`src/rtl/dither_pkg.sv`:
```
// Shared constants and types for the RGB error-diffusion ditherer.
package dither_pkg;

    function automatic int err_w(input int d);
        return d + 2;
    endfunction

    localparam logic [15:0] LFSR_SEED = 16'hACE1;
    localparam logic [15:0] LFSR_TAPS = 16'hB400;

    localparam int DEF_D = 4;
    typedef logic signed [err_w(DEF_D)-1:0] err_t;

endpackage

```
`src/rtl/dither_channel.sv`:
```
// One colour channel: residual add, threshold rounding, rail saturation
// and the signed residual register carried to the next pixel.
module dither_channel
    import dither_pkg::*;
#(
    parameter int IN_W  = 8,
    parameter int OUT_W = 4,
    parameter int D     = IN_W - OUT_W
) (
    input  logic                   clk,
    input  logic                   rst,
    input  logic                   en,
    input  logic                   vis,
    input  logic                   clr,
    input  logic [IN_W-1:0]        pix,
    input  logic [D-1:0]           thr,
    output logic [OUT_W-1:0]       q,
    output logic signed [err_w(D)-1:0] err_q
);

    localparam int EW   = err_w(D);
    localparam int SW   = IN_W + 2;
    localparam int QW   = SW - D;
    localparam int MAXQ = (1 << OUT_W) - 1;

    logic signed [EW-1:0] e_use;
    logic signed [SW-1:0] sum;
    logic        [SW-1:0] diff;
    logic        [QW-1:0] qr;
    logic                 up;
    logic                 neg;
    logic                 hi;
    logic [OUT_W-1:0]     q_n;
    logic [EW-1:0]        err_n;
    logic                 unused;

    always_comb begin
        e_use = clr ? '0 : err_q;
        sum   = $signed({2'b00, pix}) + $signed({{(SW-EW){e_use[EW-1]}}, e_use});
        up    = (sum[D-1:0] >= thr);
        qr    = sum[SW-1:D] + QW'(up);
        neg   = sum[SW-1];
        hi    = !neg && (qr > QW'(MAXQ));
        diff  = sum - {qr, {D{1'b0}}};
        q_n   = qr[OUT_W-1:0];
        err_n = diff[EW-1:0];
        // rails: clamp and drop the residual so it cannot wind up
        if (neg) begin
            q_n   = '0;
            err_n = '0;
        end else if (hi) begin
            q_n   = OUT_W'(MAXQ);
            err_n = '0;
        end
    end

    assign unused = ^diff[SW-1:EW];

    always_ff @(posedge clk) begin
        if (rst) begin
            q     <= '0;
            err_q <= '0;
        end else if (en && vis) begin
            q     <= q_n;
            err_q <= err_n;
        end else if (en) begin
            q     <= '0;
            err_q <= '0;
        end else if (clr) begin
            err_q <= '0;
        end
    end

endmodule

```
`src/rtl/dither_rgb_pipe.sv`:
```
// Multi-channel 1-D error-diffusion ditherer, one cycle latency.
// Define DITHER_NOISE_EN to jitter the rounding threshold from an LFSR.
module dither_rgb_pipe
    import dither_pkg::*;
#(
    parameter int N_CH  = 3,
    parameter int IN_W  = 8,
    parameter int OUT_W = 4
) (
    input  logic                    clk,
    input  logic                    rst,
    input  logic                    frame_start,
    input  logic                    in_valid,
    input  logic                    in_visible,
    input  logic [N_CH*IN_W-1:0]    in_pixel,
    output logic                    out_valid,
    output logic                    out_visible,
    output logic [N_CH*OUT_W-1:0]   out_pixel
);

    localparam int D = IN_W - OUT_W;
    localparam logic [D-1:0] THR_MID = D'(1) << (D-1);

    logic px_en;
    assign px_en = in_valid && in_visible;

    always_ff @(posedge clk) begin
        if (rst) begin
            out_valid   <= 1'b0;
            out_visible <= 1'b0;
        end else begin
            out_valid   <= in_valid;
            out_visible <= px_en;
        end
    end

`ifdef DITHER_NOISE_EN
    logic [15:0] lfsr;
    logic        fb;

    if (N_CH * D > 16) begin : g_bad_cfg
        $error("dither_rgb_pipe: N_CH*D exceeds LFSR width");
    end

    assign fb = ^(lfsr & LFSR_TAPS);

    always_ff @(posedge clk) begin
        if (rst) begin
            lfsr <= LFSR_SEED;
        end else if (px_en) begin
            lfsr <= {lfsr[14:0], fb};
        end
    end
`endif

    for (genvar c = 0; c < N_CH; c++) begin : g_ch
        logic [D-1:0] thr;
`ifdef DITHER_NOISE_EN
        assign thr = lfsr[c*D +: D];
`else
        assign thr = THR_MID;
`endif
        dither_channel #(
            .IN_W  (IN_W),
            .OUT_W (OUT_W),
            .D     (D)
        ) u_ch (
            .clk   (clk),
            .rst   (rst),
            .en    (in_valid),
            .vis   (in_visible),
            .clr   (frame_start),
            .pix   (in_pixel[c*IN_W +: IN_W]),
            .thr   (thr),
            .q     (out_pixel[c*OUT_W +: OUT_W]),
            .err_q ()
        );
    end

endmodule
```
`config.mk`:
```
export PLATFORM = sky130hd
export DESIGN_NAME = dither_rgb_pipe
export DESIGN_NICKNAME = d
export VERILOG_FILES = /design/src/rtl/dither_pkg.sv /design/src/rtl/dither_channel.sv /design/src/rtl/dither_rgb_pipe.sv
export SDC_FILE = /design/constraint.sdc
export NUM_CORES = 1
export LEC_CHECK = 0
export CORE_UTILIZATION = 55
export CTS_CLUSTER_DIAMETER = 40
export DETAILED_ROUTE_END_ITERATION = 6
export GPL_TIMING_DRIVEN = 0
export HOLD_SLACK_MARGIN = 0.03
export PLACE_DENSITY = 0.85
export SYNTH_ARGS = -nofsm -noshare
export SYNTH_HDL_FRONTEND = slang
export SYNTH_SLANG_ARGS = --single-unit
```
`constraint.sdc`:
```
create_clock -name clk -period 4.8 [get_ports clk]
set_clock_uncertainty 0.2 [all_clocks]
set_input_delay 0.96 -clock clk [delete_from_list [all_inputs] [get_ports clk]]
set_output_delay 0.96 -clock clk [all_outputs]
set_load 0.01 [all_outputs]
```
==> reports/results.txt <==
outcome: finished, final reports clean
syn_area_per_cell: 8.77 sq um
sequential-to-total area share from yosys stat: 0.230
CP Max Fanout: 10
die area: 5360 sq um
routed length on met3: 229 um
DR vias: 2,488
relative slew slack: 0.547
post-route ant nets: 0
synth top area cells: dfxtp_1 (23%), ha_1 (16%), xnor2_1 (4.7%)
CTS tree: built
grt total ovfl: 0
Net Sw Power: 0.229 mW
post-synth cell types: 53
drt first pass iters: 4
Hold Crit Class: reg2reg
gpl congestion: 0.812
Port Buffer Count: 41
Yosys top cell by area: dfxtp_1
Synth Warn #: 0
Synth Instances: 318
layout cells sized above 1: 0.0926
final hold violations: 0
fin crit share: 0.899
final setup fails: 0
first-pass GRT wire length: 9880 um
Antenna diodes: 0
Die Wd: 73.2 um
clock transition at the registers of the reported paths: 0.07 ns
post-synth top area share: 0.230
Total GRT Usage: 0.235
DP Area: 3280 sq um
Tightest Pin Transition: 0.678 ns
final slew viol count: 0
core area: 4820 sq um
top layer in use: met4
Layout Utilization: 0.706
I/O pins: 43
hpwl dp: 4600 um
CTS root buffer: clkbuf_8
flops & latches, synth: 32
pin count of the biggest net entering global routing: 11
Clock H-tree levels: 2
Critical Path Source Type: primary input
Max IR drop VDD: 0.152 mV
Met1 Wirelength: 2620 um
final wirelength: 5830 um
Clk pwr share: 0.333
Post-Syn Area: 2790 sq um
Max Fclk: 0.232 GHz
num rows: 25
clk_lat worst skew: 0.29 ns
Starting Density: 0.579
CP Capture Type: flip-flop
DR DRC count: 0
Post-synth EDFFs: 0
critical path arrival: 4.32 ns
Pint: 0.545 mW
initial drt markers: 77
asr flop ratio synth: 0
wire per inst: 13.4 um
cts bufs inserted: 5
Area growth syn-to-layout: 21.9%
Reg power frac: 0.371
Logic pwr share: 0.297
# hold bufs at CTS: 0
number of global-route vias before repair: 2,305
Crit Path Category: in2reg
CTS Buffer Depth: 2
clk sinks: 32
syn nets: 386
vias per cell: 5.73
Pwr per Cell Area: 228 nW/um^2
Nets: 434
Main synth FF type: dfxtp_1
post-route cell area: 3400 sq um
Lkg Pwr: 1.46 nW
Die H: 73.2 um
Final min period: 4.32 ns
RSZ-0062 raised after global routing: false
max-cap viol count: 0
Sw Share: 0.296
met2 wire length: 2920 um
initial antenna violation count: 0
Critical Path RT: 4.80 ns
[stage by stage]
step | setup slack [ns] | setup TNS (ns) | hold slack (ns) | cells | total power, mW
finish | 0.483 | 0 | 0.293 | 434 | 0.774
global route | 0.282 | 0 | 0.337 | 434 | 0.815
CTS | 0.0587 | 0 | 0.296 | 434 | 0.776
detailed placement | -0.462 | -5.42 | 0.286 | 426 | 0.521
global placement | -0.425 | -4.80 | 0.277 | 426 | 0.514
floorplan | 0.696 | 0 | 0.304 | 318 | 0.449
[worst paths after layout]
check	from	endpoint	slack, ns	cells past startpoint
max reg2reg	g_ch[0].u_ch.err_q[0]$_SDFF_PP0_	g_ch[0].u_ch.q[1]$_SDFFE_PP0P_	1.37	12
min reg2reg	g_ch[1].u_ch.q[2]$_SDFFE_PP0P_	g_ch[1].u_ch.q[2]$_SDFFE_PP0P_	0.29	2
min	g_ch[1].u_ch.q[2]$_SDFFE_PP0P_	g_ch[1].u_ch.q[2]$_SDFFE_PP0P_	0.29	2
max	frame_start	g_ch[0].u_ch.q[1]$_SDFFE_PP0P_	0.48	14
[cells in the mapped netlist (2+ instances only)]
master     number
a32o_1          6
dfxtp_1        32
ha_1           36
nand2b_1        3
nand2_1        17
o21ai_1         3
inv_1          18
nand3_1         9
clkbuf_1        6
o21bai_1        5
a211oi_1        6
a221oi_1        4
fa_1            3
xnor2_1        15
xor2_1          8
nor2b_1        19
o211ai_1        6
a211oi_2        4
nor2_1         14
a21oi_1        22
a221oi_2        4
o22ai_1         2
o2bb2ai_1       6
o21ai_0         9
or2_2           3
a21o_1         11
and2_1          3
nor3_1          9
o21a_1          3
a31oi_1         9
[registers in the layout (all words and copies together) (netlist names)]
register	count
out_valid	1
g_ch.u_ch.q	12
g_ch.u_ch.err_q	18
out_visible	1
[power by group through the flow]
stage	combinational, mW	sequential (mW)	clock, mW
2_1_floorplan	0.155	0.295	0
3_3_place_gp	0.222	0.292	0
3_5_place_dp	0.228	0.293	0
4_1_cts	0.230	0.287	0.259
5_1_grt	0.255	0.289	0.271
6_report	0.230	0.287	0.258
[final cells by class]
cell class                      count  area, sq um
Buffer                              7         31.3
Clock buffer                        6         72.6
Clock inverter                      2         35.0
Fill cell                         401         1420
Inverter                           18         67.6
Multi-Input combinational cell    261         2060
Sequential cell                    32          641
Tap cell                           67         83.8
Timing Repair Buffer               41          413
[logic make-up after synthesis]
logic type | synth area share
AOI/OAI and AO/OA | 0.300
and+or+nand+nor | 0.163
adders and majority gates | 0.183
DFF | 0.230
xor gates and xnor gates | 0.0839
buffers and inverters | 0.0350
muxes | 0.00538
[per-layer routing]
metal | up-vias | track usage
met2 | 43 | 0.423
met1 | 1153 | 0.278
met3 | 8 | 0.0539
met5 | - | 0
met4 | 0 | 0.0632
li1 | 1284 | -
[cell usage in the layout, fill, tap and decap left out, types with 2 or more instances in the layout]
master,count
clkdlybuf4s50_1,40
ha_1,36
dfxtp_1,32
a21oi_1,22
nor2b_1,19
inv_1,18
nand2_1,17
xnor2_1,15
nor2_1,14
a21o_1,11
nor3_1,9
a31oi_1,9
nand3_1,9
xor2_1,8
o21ai_0,8
a211oi_1,6
o211ai_1,6
clkbuf_1,6
o2bb2ai_1,6
a32o_1,6
o21bai_1,5
clkbuf_8,5
a211oi_2,4
o21ai_1,4
a221oi_2,4
a221oi_1,4
nand2b_1,3
o21a_1,3
and2_1,3
or2_2,3
fa_1,3
o22ai_1,2
[worst max-delay path: stages]
cell and delay, ns:
dlymetal6s2s_1 0.27, clkbuf_2 0.29, nor2b_1 0.09, ha_1 0.24, fa_1 0.45, a21o_2 0.21
a21oi_1 0.18, xnor2_1 0.20, ha_1 0.27, ha_1 0.20, o211ai_1 0.11, and2_4 0.18
or3_4 0.40, a221oi_2 0.26
[what timing repair did]
action / in CTS / in global routing
buffers inserted: 0 / 0
gates resized for setup: 2 / 2
endpoints found under the hold margin: 0 / 0
setup endpoints to repair: 9 / 9
No activity file was read; power rests on OpenSTA's default activity.
==> RTL change (same flow settings) <==
The option `DITHER_NOISE_EN` is turned on by a define.
--- a/src/rtl/dither_rgb_pipe.sv
+++ b/src/rtl/dither_rgb_pipe.sv
@@ -1,5 +1,7 @@
 // Multi-channel 1-D error-diffusion ditherer, one cycle latency.
 // Define DITHER_NOISE_EN to jitter the rounding threshold from an LFSR.
+`define DITHER_NOISE_EN
+
 module dither_rgb_pipe
     import dither_pkg::*;
 #(
Check against the original RTL: not equivalent (Yosys sat finds a counterexample within 4 cycles, from zero or initial values and one cycle with rst high).
==> RTL change against the unedited design <==
The flow now finishes with violations (design-rule violations). Highest routed layer unchanged. Routed wire length grew 44%. Sequential cell count grew 16. Count of clock-buffer cells in the layout shrank 1. Total power grew 34%. Cell area grew 28%. First-iteration DRC count grew 110%. Sequential power grew 51%. Area after synthesis grew 33%. Largest cell class unchanged. Worst setup slack lost 0.10 ns. Final cell count grew 28%. Critical path type unchanged.
==> RTL change: results (changes against the unedited design) <==
| Metric | Value |
|---|---|
| Netlist cell types | `51 (was 53)` |
| Fill cell count | `504 (was 401)` |
| Synth warnings | `0 (unchanged)` |
| Maximum clock path buffer count | `2 (unchanged)` |
| Post-CTS Resized | `3 (was 2)` |
| CTS Buf Count | `5 (unchanged)` |
| Grt total ovfl | `0 (unchanged)` |
| CP max stage delay | `0.42 ns (was 0.45 ns)` |
| Gp weighted congestion | `0.805 (was 0.812)` |
| Worst EP arrival | `4.46 ns (was 4.32 ns)` |
| GRT Total Usage | `24.5% (was 23.5%)` |
| Antenna diode count | `0 (unchanged)` |
| Total leakage power | `1.94 nW (was 1.46 nW)` |
| Crit path max-delay cell type | `fa_1 (unchanged)` |
| First-pass GRT wire length | `14,400 um (was 9880 um)` |
| Failing checks | `design-rule violations` |
| Post-Syn Nets | `511 (was 386)` |
| Class of the tightest hold or removal check | `reg2reg (unchanged)` |
| Clock Pin Slew Worst Setup and Hold Paths | `0.09 ns (was 0.07 ns)` |
| Pre-antenna DRT Iters | `7 (was 4)` |
| Clock Root Buffer | `clkbuf_8 (unchanged)` |
| Layout cells sized above 1 | `7.08% (was 9.26%)` |
| Routed vias/inst | `5.88 (was 5.73)` |
| Worst path top cell family by delay | `adder cells (unchanged)` |
| DRC errors left | `8 (was 0)` |
| Final nets | `559 (was 434)` |
| PortBufs | `41 (unchanged)` |
| Synth top area cells | `dfxtp_1, ha_1, nand2_1 (was dfxtp_1, ha_1, xnor2_1)` |
| Async SR Flop Fraction | `0% (unchanged)` |
| Initial antenna violation count | `0 (unchanged)` |
| Biggest regs | `g_ch.u_ch.err_q (18), lfsr (16), g_ch.u_ch.q (12) (was g_ch.u_ch.err_q (18), g_ch.u_ch.q (12))` |
| Post-Route WL | `8420 um (was 5830 um)` |
| Pre-CTS WS | `-0.754 ns (was -0.462 ns)` |
| DP HPWL | `6410 um (was 4600 um)` |
| Outcome | `finished, violations left (was completed)` |
| DRT iter0 DRCs | `160 (was 77)` |
| Synth top cells by count | `dfxtp_1, ha_1, nand2_1 (was ha_1, dfxtp_1, a21oi_1)` |
| Latest clock arrival within the worst-skew pair | `0.30 ns` |
| Max FO, Critical Path | `10 (unchanged)` |
| Worst vdd ir | `0.000196 V (was 0.000152 V)` |
| Htree depth | `2 (unchanged)` |
| Slew headroom | `56.5% (was 54.7%)` |
| Vias in the first global route | `3,200 (was 2,305)` |
| Seq/Total Area, Yosys | `25.8% (was 23.0%)` |
| Pin count of the biggest net entering global routing | `16 (was 11)` |
| Internal Power | `0.720 mW (was 0.545 mW)` |
## RTL change: stage by stage
stage	instances	area, sq um
final	557	4350
after global routing	557	4350
after CTS	557	4350
after detailed placement	549	4230
after global placement	549	4230
after floorplan	431	3720
## RTL change: kinds of logic (layout without fill, tap and decap cells)
family / count (synthesis) / in the layout / synth area share (%)
and+or+nand+nor: 134 / 134 / 18.7
AOI/OAI and AO/OA: 121 / 121 / 24.5
adders and majority gates: 51 / 51 / 17.7
DFF: 48 / 48 / 25.8
buffers and inverters: 44 / 93 / 4.50
xor gates and xnor gates: 26 / 26 / 6.52
muxes: 7 / 7 / 2.25
## RTL change: worst register-to-register path, stage by stage, from the launching register on
cell,delay [ns]
dfxtp_1,0.31
nor2b_1,0.15
ha_1,0.24
fa_1,0.42
xor2_1,0.26
ha_1,0.28
nor2b_1,0.14
o21ai_0,0.16
nand2b_1,0.10
ha_1,0.24
ha_1,0.25
and3_1,0.20
mux2i_4,0.30
nand2_1,0.12
o2bb2ai_1,0.14
## RTL change: power by group through the flow
| stage | Clock, mW | Combinational [mW] | Sequential (mW) |
|---|---|---|---|
| final | 0.294 | 0.311 | 0.434 |
| after floorplan | 0 | 0.212 | 0.444 |
| after detailed placement | 0 | 0.303 | 0.443 |
| after CTS | 0.295 | 0.308 | 0.434 |
| after global placement | 0 | 0.293 | 0.442 |
| after global routing | 0.310 | 0.345 | 0.436 |
## RTL change: metal layers
metal | up-vias | track usage [%] | wire (um)
met4 | 0 | 5.49 | 108
met3 | 11 | 3.15 | 191
met1 | 1564 | 32.0 | 3990
li1 | 1660 | - | -
met5 | - | 0 | 0
met2 | 42 | 43.3 | 4130
## RTL change: path summary, 6_finish.rpt
| path | depth (start not counted) | slack, ns | startpoint | end |
|---|---|---|---|---|
| max | 16 | 0.38 | frame_start | g_ch[1].u_ch.err_q[4] |
| min | 2 | 0.26 | lfsr[14] | lfsr[14] |
| max reg2reg | 14 | 1.23 | g_ch[1].u_ch.err_q[0] | g_ch[1].u_ch.err_q[4] |
| min reg2reg | 2 | 0.26 | lfsr[14] | lfsr[14] |
## RTL change: layout make-up
cell class,instances,area [sq um],area share [%]
clock buffers,5,68.8,1.58
plain buffers,14,56.3,1.30
repair buffers,41,405,9.33
multi-input cells,339,2600,59.9
well taps,77,96.3,2.22
inverters,30,113,2.59
flip-flops and latches,48,961,22.1
clock inverters,3,42.5,0.979
